**config.mk**
```make
export PLATFORM = sky130hd
export DESIGN_NAME = mem_arbiter
export DESIGN_NICKNAME = d
export VERILOG_FILES = /design/src/rtl/mem_arbiter.sv
export SDC_FILE = /design/constraint.sdc
export NUM_CORES = 1
export LEC_CHECK = 0
export CORE_AREA = 2 2 104 106
export CTS_CLUSTER_SIZE = 10
export DETAILED_ROUTE_END_ITERATION = 10
export DIE_AREA = 0 0 106 108
export PLACE_DENSITY = 0.74
export SYNTH_ARGS = -nofsm -noshare
export SYNTH_HDL_FRONTEND = slang
export SYNTH_SLANG_ARGS = --single-unit
```
**constraint.sdc**
```tcl
create_clock -name CLK -period 1.73 [get_ports CLK]
set_input_delay 0.2595 -clock CLK [delete_from_list [all_inputs] [get_ports CLK]]
set_output_delay 0.2595 -clock CLK [all_outputs]
set_load 0.01 [all_outputs]
```
**src/rtl/mem_arbiter.sv**
```systemverilog
// Two-port (icache/dcache) arbiter onto one memory port; MEM_ARBITER_RR_EN selects round-robin over fixed dcache priority.
// Latency: grant one cycle after request, completion in the cycle ramready is seen; requesters stall on iwait/dwait until then.
module mem_arbiter #(
  parameter int TIMEOUT_CYC = 64
) (
  input  logic        CLK,
  input  logic        RST,
  input  logic        iREN,
  input  logic [31:0] iaddr,
  output logic        iwait,
  output logic [31:0] iload,
  input  logic        dREN,
  input  logic        dWEN,
  input  logic [31:0] daddr,
  input  logic [31:0] dstore,
  output logic        dwait,
  output logic [31:0] dload,
  output logic        ramREN,
  output logic        ramWEN,
  output logic [31:0] ramaddr,
  output logic [31:0] ramstore,
  input  logic [31:0] ramload,
  input  logic        ramready,
  output logic        timeout_err
);

  localparam int CW = $clog2(TIMEOUT_CYC) + 1;
  localparam logic [CW-1:0] CNT_LIM = CW'(TIMEOUT_CYC - 1);

  typedef enum logic [1:0] {
    IDLE,
    IACC,
    DACC
  } state_t;

  state_t        state_q, state_d;
  logic [CW-1:0] cnt_q, cnt_d, cnt_inc;
  logic          timeout_err_q, timeout_err_d;
  logic          d_req;
  logic          pick_i;
  logic          i_done, d_done;

`ifdef MEM_ARBITER_RR_EN
  logic          ptr_q, ptr_d;  // 0: dcache wins a tie, 1: icache wins a tie
`endif

  assign d_req = dREN | dWEN;

`ifdef MEM_ARBITER_RR_EN
  assign pick_i = iREN & (~d_req | ptr_q);
`else
  assign pick_i = iREN & ~d_req;
`endif

  always_comb begin
    state_d       = state_q;
    cnt_d         = cnt_q;
    cnt_inc       = cnt_q + CW'(1);
    timeout_err_d = timeout_err_q;
    i_done        = 1'b0;
    d_done        = 1'b0;
    ramREN        = 1'b0;
    ramWEN        = 1'b0;
    ramaddr       = 32'h0;
    ramstore      = 32'h0;
`ifdef MEM_ARBITER_RR_EN
    ptr_d         = ptr_q;
`endif

    case (state_q)
      IDLE: begin
        cnt_d = '0;
        if (pick_i) begin
          state_d = IACC;
        end else if (d_req) begin
          state_d = DACC;
        end
      end

      IACC: begin
        ramaddr = iaddr;
        if (!iREN) begin
          state_d = IDLE;
        end else begin
          ramREN = 1'b1;
          if (ramready) begin
            i_done  = 1'b1;
            state_d = IDLE;
`ifdef MEM_ARBITER_RR_EN
            ptr_d   = 1'b0;
`endif
          end else if (cnt_inc >= CNT_LIM) begin
            state_d       = IDLE;
            timeout_err_d = 1'b1;
          end else begin
            cnt_d = cnt_inc;
          end
        end
      end

      DACC: begin
        ramaddr  = daddr;
        ramstore = dstore;
        if (!d_req) begin
          state_d = IDLE;
        end else begin
          // a simultaneous read and write is treated as a write
          ramWEN = dWEN;
          ramREN = dREN & ~dWEN;
          if (ramready) begin
            d_done  = 1'b1;
            state_d = IDLE;
`ifdef MEM_ARBITER_RR_EN
            ptr_d   = 1'b1;
`endif
          end else if (cnt_inc >= CNT_LIM) begin
            state_d       = IDLE;
            timeout_err_d = 1'b1;
          end else begin
            cnt_d = cnt_inc;
          end
        end
      end

      default: begin
        state_d = IDLE;
      end
    endcase

    // reset silences the memory port and both requesters in the same cycle
    if (RST) begin
      i_done   = 1'b0;
      d_done   = 1'b0;
      ramREN   = 1'b0;
      ramWEN   = 1'b0;
      ramaddr  = 32'h0;
      ramstore = 32'h0;
    end
  end

  assign iwait       = ~i_done;
  assign dwait       = ~d_done;
  assign iload       = i_done ? ramload : 32'h0;
  assign dload       = d_done ? ramload : 32'h0;
  assign timeout_err = timeout_err_q;

  always_ff @(posedge CLK) begin
    if (RST) begin
      state_q       <= IDLE;
      cnt_q         <= '0;
      timeout_err_q <= 1'b0;
    end else begin
      state_q       <= state_d;
      cnt_q         <= cnt_d;
      timeout_err_q <= timeout_err_d;
    end
  end

`ifdef MEM_ARBITER_RR_EN
  always_ff @(posedge CLK) begin
    if (RST) begin
      ptr_q <= 1'b0;
    end else begin
      ptr_q <= ptr_d;
    end
  end
`endif

endmodule

```
==> flow_metrics.tcl, run 1 <==
set metrics [dict create \
    cp-start-kind "flip-flop" \
    critPathTopFamily "buffers and inverters" \
    mostFrequentLayoutCell "clkdlybuf4s50_1" \
    cts-root-buf "clkbuf_8" \
    htreeDepth 1 \
    grtUsageTotal 0.205 \
    switching_share 0.320 \
    syn2layout_area_growth_pct 222 \
    grt_max_degree 34 \
    maxSlewViolCount 0 \
    power.density_mw_per_mm2 265 \
    post-place-ws_ns -0.544 \
    cts.sinks 10 \
    yosys_warnings 0 \
    p_clk_frac 0.180 \
    cp.arrival_ns 1.76 \
    crit_type "reg -> out" \
    setup_viol 142 \
    grt_pass1_wl_um 18800 \
    status "finished with violations" \
    clk_pin_slew_worst_paths_ns 0.05 \
    mostFrequentLayoutCells "clkdlybuf4s50_1 (132), buf_6 (87), buf_2 (66), and2_4 (50), and2_1 (49)" \
    cts_buffers 3 \
    tns_ns -23.53 \
    fin_crit_ns 2.02 \
    peakVddDrop_mv 0.199 \
    cp.buffers_inverters 6 \
    combPwrFrac 0.672 \
    overflow 0 \
    synth_cell_types 48 \
    p_int_mw 1.12 \
    die_area_sq_mm 0.0114 \
    drc 0 \
    setup_slack_ns -0.288 \
    cp_cell_sequence "inv_4, ha_4, nor2b_4, buf_4, buf_6, buf_12, buf_4, and2_1, buf_2" \
    drt-total-wl_um 14300 \
    max_stage_delay_ns 0.38 \
    ctsLongestPathBuffers 2 \
    min_from "timeout_err" \
    num_vias 3616 \
    async_flop_share 0 \
    io_pins 267 \
    yosysTopAreaCell "and2_1" \
    io_buffers 266 \
    period_share 1.17 \
    synth_edf_count 0 \
    cp-end-kind "output port" \
    fin_cells 767 \
    die_x_um 106 \
    max_cap_viol_count 0 \
    place.gp.congestion 0.915 \
    yosysTopAreaCellShare 0.321 \
    hp-class "reg -> reg" \
    drtAntennaViolNets 0 \
    synth_seq_cells 10 \
    fp.dieH_um 108 \
    sequentialPowerShare 0.147 \
    finClkSkew_ns 0.00419 \
    fp.coreArea_sq_mm 0.0102 \
    layout-drive-gt1-share 0.593 \
    start_util 0.188 \
    nets 772 \
    required_ns 1.47 \
    rrSetupSlack_ns -0.22 \
    grt_antenna_before_repair 0 \
    synthFlopType "dfxtp_1" \
    p_leak_nw 2.70 \
    worstPathMaxFanout 7 \
    synth_area_leaders "and2_1 (32%), a22oi_1 (12%), dfxtp_1 (10%)" \
    synthesis.nets 427 \
    hold_viol_final 0 \
    max_freq_mhz 496 \
    cp_slowest_cell "dfxtp_4" \
    dp_hpwl_um 9280 \
    slew-limit-headroom 0.758 \
    power_switching_mw 0.526 \
    insertion_delay_ns 0.24 \
    grt_pass1_vias 3611 \
    seq_area_frac_synth 0.104 \
    cpMostUsedCell "buf_4" \
    synthCells 287 \
    tightestPinTransition_ns 0.363 \
    netlist_area_sq_mm 0.00193 \
    wl_per_cell_um 18.7 \
    dr.pass1.iters 5 \
    diodes 0 \
    rows 37 \
    synth.avg_cell_area_sq_um 6.72 \
    drtIter0Drc 224 \
    rsz0062_at_grt "yes" \
    violations "setup timing" \
    timing.hold.ws_ns 0.450 \
    worstSetupStartpoint "state_q[0]" \
    place_inst 705 \
    reg2reg_from "cnt_q[1]" \
    vias_per_cell 4.71 \
    cts_tree "yes" \
]
-- state kept, by name (all words and copies together), names as in the netlist --
signal / cells
cnt_q: 7
state_q: 2
timeout_err: 1
-- power by group through the flow --
stage	Sequential (mW)	Combinational [mW]	Clock, mW
floorplan	0.247	0.225	0
global route	0.242	1.16	0.318
CTS	0.244	0.872	0.301
detailed placement	0.247	0.772	0
finish	0.242	1.11	0.297
global placement	0.247	0.760	0
-- cells in the mapped netlist, drive strengths merged (2+ instances only) --
| cell type | count |
|---|---|
| a21oi | 7 |
| nor2 | 35 |
| and2 | 99 |
| buf | 2 |
| nor2b | 4 |
| nand3b | 4 |
| o31ai | 2 |
| dfxtp | 10 |
| a31oi | 4 |
| nor3b | 2 |
| nand3 | 4 |
| or2 | 2 |
| inv | 10 |
| nand2 | 9 |
| o21ai | 3 |
| a22oi | 32 |
| clkbuf | 22 |
| o211ai | 2 |
| a211oi | 2 |
| nand2b | 3 |
| or4 | 2 |
| o221ai | 2 |
| ha | 6 |
-- final timing paths --
check	endpoint	cells past startpoint
max	ramstore[24]	9
min	timeout_err	2
max reg2reg	state_q[1]	7
min reg2reg	timeout_err	2
-- per-layer routing --
metal / vias to the layer above / GRT usage / share of wire
met4: 0 / 0.0498 / 0.029
met1: 1688 / 0.222 / 0.37
met3: 24 / 0.0223 / 0.056
met2: 209 / 0.421 / 0.55
met5: - / 0 / 0
li1: 1695 / - / -
-- layout make-up --
class	instances	area (sq um)
fill	849	4030
timing repair buffer	360	3530
multi-input combinational	247	2180
sequential	10	216
tap	136	170
clock buffer	4	55.1
inverter	10	42.5
-- logic make-up after synthesis --
group	Yosys count	synth area share
fa+ha+maj	6	0.0389
compound gates	65	0.273
simple gates	171	0.509
xor+xnor	1	0.00454
buf+inv	34	0.0707
flops	10	0.104
-- repair_timing --
action,in CTS,in global routing
hold buffers,0,0
endpoints found under the setup margin,142,142
pin swaps,36,34
cloned,10,7
setup buffers,22,24
gates resized for setup,597,197
-- through the flow --
step	total power, mW	cell area (sq um)	utilization
6_report	1.64	6200	0.606
5_1_grt	1.72	6200	0.606
4_1_cts	1.42	5390	0.527
3_5_place_dp	1.02	5060	0.495
3_3_place_gp	1.01	5060	0.495
2_1_floorplan	0.473	1990	-
-- worst min-delay path, cell delays in order (launching register included) --
cell	delay (ns)
dfxtp_1	0.30
inv_1	0.05
a21oi_1	0.05
(Power assumes the default switching activity.)
==> run 2, diff against run 1 <==
==> config.mk (replaced) <==
export PLATFORM = sky130hd
export DESIGN_NAME = mem_arbiter
export DESIGN_NICKNAME = d
export VERILOG_FILES = /design/src/rtl/mem_arbiter.sv
export SDC_FILE = /design/constraint.sdc
export NUM_CORES = 1
export LEC_CHECK = 0
export CELL_PAD_IN_SITES_DETAIL_PLACEMENT = 1
export CELL_PAD_IN_SITES_GLOBAL_PLACEMENT = 1
export CORE_ASPECT_RATIO = 1.5
export CORE_MARGIN = 2
export CORE_UTILIZATION = 13
export CTS_CLUSTER_SIZE = 10
export DETAILED_ROUTE_END_ITERATION = 10
export PLACE_DENSITY = 0.85
export SYNTH_ARGS = -nofsm -noshare
export SYNTH_HDL_FRONTEND = slang
export SYNTH_SLANG_ARGS = --single-unit
==> run 2 against run 1 <==
- the run still ends with setup timing left
- worst hold slack better by 0.0059 ns
- wire length grew 24%
- combinational power about the same
- clock-buffer cell count is 1 lower
- clock skew shrank 0.0013 ns
- core utilization fell by 15 points
- die area up 38%
- setup slack lost 0.023 ns
- fmax down 1.1%
- critical endpoint is now dload[15]
- largest power group unchanged
==> flow_metrics.tcl, run 2 (synthesized netlist as in run 1, its figures left out) <==
set metrics [dict create \
    die_x_um 103 \
    layout-drive-gt1-share 0.639 \
    slew-limit-headroom 0.741 \
    rrSetupSlack_ns -0.28 \
    dp_hpwl_um 11100 \
    worstSetupStartpoint "state_q[0]" \
    cp-start-kind "flip-flop" \
    required_ns 1.47 \
    grt_max_degree 38 \
    num_vias 3666 \
    period_share 1.18 \
    max_freq_mhz 490 \
    cts_buffers 3 \
    cts_tree "yes" \
    power.density_mw_per_mm2 265 \
    rows 54 \
    overflow 0 \
    r2r_end "cnt_q[5]" \
    final_util 0.454 \
    cpMostUsedCell "buf_6" \
    setup_viol 142 \
    drtIter0Drc 73 \
    cp_cell_sequence "inv_4, ha_4, nor2b_4, buf_6, and3_4, buf_6, buf_6, and2_4, buf_6" \
    mostFrequentLayoutCell "clkdlybuf4s50_1" \
    final_area_sq_mm 0.00659 \
    reg2reg_from "state_q[1]" \
    power_mw 1.75 \
    io_pins 267 \
    maxSlewViolCount 0 \
    placed_area_sq_mm 0.00509 \
    cp.arrival_ns 1.78 \
    violations "setup timing" \
    post-place-ws_ns -0.771 \
    worstPathMaxFanout 3 \
    place.gp.congestion 0.855 \
    crit_end "dload[15]" \
    cp.buffers_inverters 5 \
    place_inst 763 \
    insertion_delay_ns 0.24 \
    syn2layout_area_growth_pct 242 \
    fp.coreArea_sq_mm 0.0145 \
    grt_pass1_wl_um 21600 \
    drc 0 \
    max_cap_viol_count 0 \
    cp-end-kind "output port" \
    cts.sinks 10 \
    fin_cells 821 \
    regMostFlops "cnt_q" \
    tightestPinTransition_ns 0.387 \
    grt_pass1_vias 3733 \
    io_buffers 266 \
    setup_slack_ns -0.311 \
    grt_antenna_before_repair 1 \
    die_area_sq_mm 0.0158 \
    clk_pin_slew_worst_paths_ns 0.04 \
    crit_type "reg -> out" \
    max_stage_delay_ns 0.36 \
    timing.hold.ws_ns 0.456 \
    grtUsageTotal 0.177 \
    vias_per_cell 4.47 \
    drt-total-wl_um 17800 \
    fillers 1645 \
    fin_crit_ns 2.04 \
    start_util 0.133 \
    dr.pass1.iters 4 \
    peakVddDrop_mv 0.375 \
    largest_reg_flops 7 \
    finClkSkew_ns 0.00293 \
    hp-class "reg -> reg" \
    wl_per_cell_um 21.7 \
    hold_viol_final 0 \
    mostFrequentLayoutCells "clkdlybuf4s50_1 (131), buf_6 (122), and2_4 (70), buf_4 (43), and2_1 (29)" \
    htreeDepth 1 \
    status "finished with violations" \
    path_depth 9 \
    critPathTopFamily "simple AND/OR/NAND/NOR gates" \
    ctsLongestPathBuffers 2 \
    drtAntennaViolNets 0 \
    cts-root-buf "clkbuf_16" \
    fp.dieH_um 153 \
    p_leak_nw 2.73 \
    min_from "timeout_err" \
    tns_ns -26.64 \
    rr_worst_depth 8 \
    cp_slowest_cell "dfxtp_4" \
    nets 766 \
    rsz0062_at_grt "yes" \
]
[run 2: changes by cell type in the layout (fill, tap and decap cells not counted), sizes merged]
| cell | delta |
|---|---|
| buf | -12 |
| clkbuf | +7 |
| clkdlybuf4s50 | -1 |
| clkdlybuf4s15 | -2 |
| dlygate4sd2 | +1 |
| diode | +1 |
[run 2: worst register-to-register path, cell delays in order (launching register included)]
cell      delay (ns)
dfxtp_4         0.37
inv_4           0.05
ha_4            0.18
buf_12          0.12
nor2b_4         0.13
a211oi_4        0.28
nand3_1         0.11
or4_4           0.54
a31oi_4         0.15
[run 2: layer usage]
metal | vias up | part of all wire | GRT usage
met4 | 0 | 0.032 | 0.0414
met5 | - | 0 | 0
met2 | 149 | 0.58 | 0.359
li1 | 1678 | - | -
met3 | 33 | 0.053 | 0.0224
met1 | 1806 | 0.34 | 0.180
[run 2: worst min path at each step]
stage,to,slack [ns],depth (start not counted)
detailed placement,timeout_err,0.44,2
finish,timeout_err,0.46,2
global placement,timeout_err,0.44,2
floorplan,state_q[1],0.44,2
global route,timeout_err,0.49,2
CTS,timeout_err,0.46,2
[run 2: cell type report]
cell class,instances,area (sq um),share of cell area
Clock buffer,3,75.1,0.0114
Antenna cell,1,2.50,0.000380
Sequential cell,10,216,0.0329
Multi-Input combinational cell,247,2360,0.359
Timing Repair Buffer,354,3640,0.553
Tap cell,196,245,0.0372
Inverter,10,45.0,0.00684
[run 2: repair_timing]
action,CTS,global route
buffers inserted,29,14
cloned,9,6
gates resized for setup,613,264
hold buffers,0,0
pin swaps,52,71
endpoints found under the hold margin,0,0
setup endpoints to repair,142,142
[run 2: where the power goes]
part           total, mW  switching, mW  internal [mW]  leakage, nW
registers          0.243        0.00950          0.234       0.0844
clock network      0.414          0.114          0.300       0.0370
logic               1.09          0.444          0.647         2.60
==> run 3, diff against run 2 <==
==> constraint.sdc (replaced) <==
create_clock -name CLK -period 1.73 [get_ports CLK]
set_input_delay 0.346 -clock CLK [delete_from_list [all_inputs] [get_ports CLK]]
set_output_delay 0.346 -clock CLK [all_outputs]
set_load 0.01 [all_outputs]
==> run 3 against run 2 <==
- clock power is 14% higher
- total power grew 6.1%
- first-iteration DRC count grew 19%
- critical endpoint is now ramaddr[27]
- global-route usage up 1.6 points
- the run still ends with setup timing left
- wire length fell by 3.5%
- combinational power increased by 5%
- flip-flop and latch count unchanged
- highest routed layer unchanged
- sequential share of layout area down 0.096 points
- fmax decreased by 1.0%
- critical path type unchanged
- setup slack got worse by 0.022 ns
- non-clock buffer count up 9
- via count up 0.63%
- largest power group unchanged
==> flow_metrics.tcl, run 3 (synthesized netlist as in run 1, its figures left out) <==
set metrics [dict create \
    status "finished with violations" \
    violations "setup timing" \
    grt_pass1_wl_um 23200 \
    cp.arrival_ns 1.72 \
    power.density_mw_per_mm2 273 \
    fillers 1602 \
    insertion_delay_ns 0.24 \
    place_inst 770 \
    timing.hold.ws_ns 0.456 \
    p_leak_nw 2.85 \
    die_area_sq_mm 0.0158 \
    fp.dieH_um 153 \
    slew-limit-headroom 0.724 \
    cts-root-buf "clkbuf_16" \
    die_x_um 103 \
    grt_pass1_vias 4004 \
    cts_tree "yes" \
    start_util 0.133 \
    dp_hpwl_um 10600 \
    regMostFlops "cnt_q" \
    max_freq_mhz 485 \
    drtIter0Drc 87 \
    largest_reg_flops 7 \
    required_ns 1.38 \
    tightestPinTransition_ns 0.414 \
    drt-total-wl_um 17200 \
    overflow 0 \
    max_cap_viol_count 0 \
    tns_ns -32.17 \
    wl_per_cell_um 20.8 \
    drtAntennaViolNets 0 \
    worstPathMaxFanout 8 \
    fin_crit_ns 2.06 \
    rows 54 \
    num_vias 3689 \
    fp.coreArea_sq_mm 0.0145 \
    diodes 0 \
    grtUsageTotal 0.193 \
    htreeDepth 1 \
    io_buffers 266 \
    dr.pass1.iters 4 \
    fin_cells 827 \
    maxSlewViolCount 0 \
    drc 0 \
    clk_pin_slew_worst_paths_ns 0.04 \
    crit_type "reg -> out" \
    period_share 1.19 \
    placed_area_sq_mm 0.00523 \
    layout-drive-gt1-share 0.647 \
    cts_buffers 3 \
    finClkSkew_ns 0.00381 \
    mostFrequentLayoutCell "clkdlybuf4s50_1" \
    peakVddDrop_mv 0.416 \
    hp-class "reg -> reg" \
    place.gp.congestion 0.817 \
    io_pins 267 \
    nets 772 \
    cts.sinks 10 \
    grt_max_degree 33 \
    ctsLongestPathBuffers 2 \
    power_mw 1.86 \
    cp-start-kind "flip-flop" \
    final_area_sq_mm 0.00679 \
    rsz0062_at_grt "yes" \
    grt_antenna_before_repair 0 \
    vias_per_cell 4.46 \
    setup_slack_ns -0.332 \
    setup_viol 142 \
    cp-end-kind "output port" \
    syn2layout_area_growth_pct 252 \
    mostFrequentLayoutCells "clkdlybuf4s50_1 (129), buf_6 (126), and2_4 (89), buf_4 (52), a22oi_1 (24)" \
    hold_viol_final 0 \
]
## run 3: changes by cell type in the layout (fill, tap and decap cells not counted), moves of 5 or more
cell	before	now
and2_1	29	10
and2_4	70	89
a22oi_1	8	24
a22oi_2	24	8
buf_4	43	52
buf_16	3	11
clkbuf_2	8	0
clkbuf_16	9	3
nor2_2	8	14
nor2_4	23	17
buf_12	9	14
buf_2	28	23
## run 3: where the power goes
group | internal, mW | leakage, nW | switching (mW) | total [mW]
clock network | 0.349 | 0.0442 | 0.124 | 0.473
logic | 0.702 | 2.72 | 0.438 | 1.14
registers | 0.234 | 0.0844 | 0.00908 | 0.243
total | 1.28 | 2.85 | 0.571 | 1.86
## run 3: worst max-delay path, cell delays in order, from the launching register on
cell,delay (ns)
dfxtp_4,0.37
inv_4,0.04
buf_4,0.14
ha_4,0.27
nand2b_4,0.10
buf_12,0.15
buf_16,0.15
nor2_2,0.10
buf_2,0.14
## run 3: timing repair
action / 4_1_cts / 5_1_grt
pin swaps: 94 / 37
endpoints found under the setup margin: 142 / 142
cloned: 14 / 0
setup buffers: 36 / 11
resized for setup: 771 / 98
endpoints found under the hold margin: 0 / 0
hold buffers: 0 / 0
## run 3: final cells by class
class                           count  area (sq um)  share of cell area
Inverter                           10          47.5             0.00700
Multi-Input combinational cell    244          2300               0.339
Tap cell                          196           245              0.0361
Sequential cell                    10           216              0.0319
Clock buffer                        4          88.8              0.0131
Timing Repair Buffer              363          3890               0.573
## run 3: worst paths after layout
check,cells after the start,slack [ns],endpoint,startpoint
worst min-delay path,2,0.46,timeout_err,timeout_err
worst max-delay path,8,-0.33,ramaddr[27],state_q[1]
worst max register to register,8,-0.26,cnt_q[3],cnt_q[1]
worst min register to register,2,0.46,timeout_err,timeout_err
## run 3: metrics by stage
| stage | setup WS (ns) | util |
|---|---|---|
| finish | -0.332 | 0.467 |
| detailed placement | -0.787 | 0.360 |
| CTS | -0.358 | 0.438 |
| global route | -0.381 | 0.467 |
| floorplan | -0.0283 | - |
| global placement | -0.722 | 0.360 |
## run 3: metal layers
metal  wire length (um)  global-route usage  part of all wire
met1               5490               0.183              0.32
met2              10000               0.399              0.58
met3               1040              0.0256             0.060
met4                634              0.0589             0.037
met5                  0                   0                 0
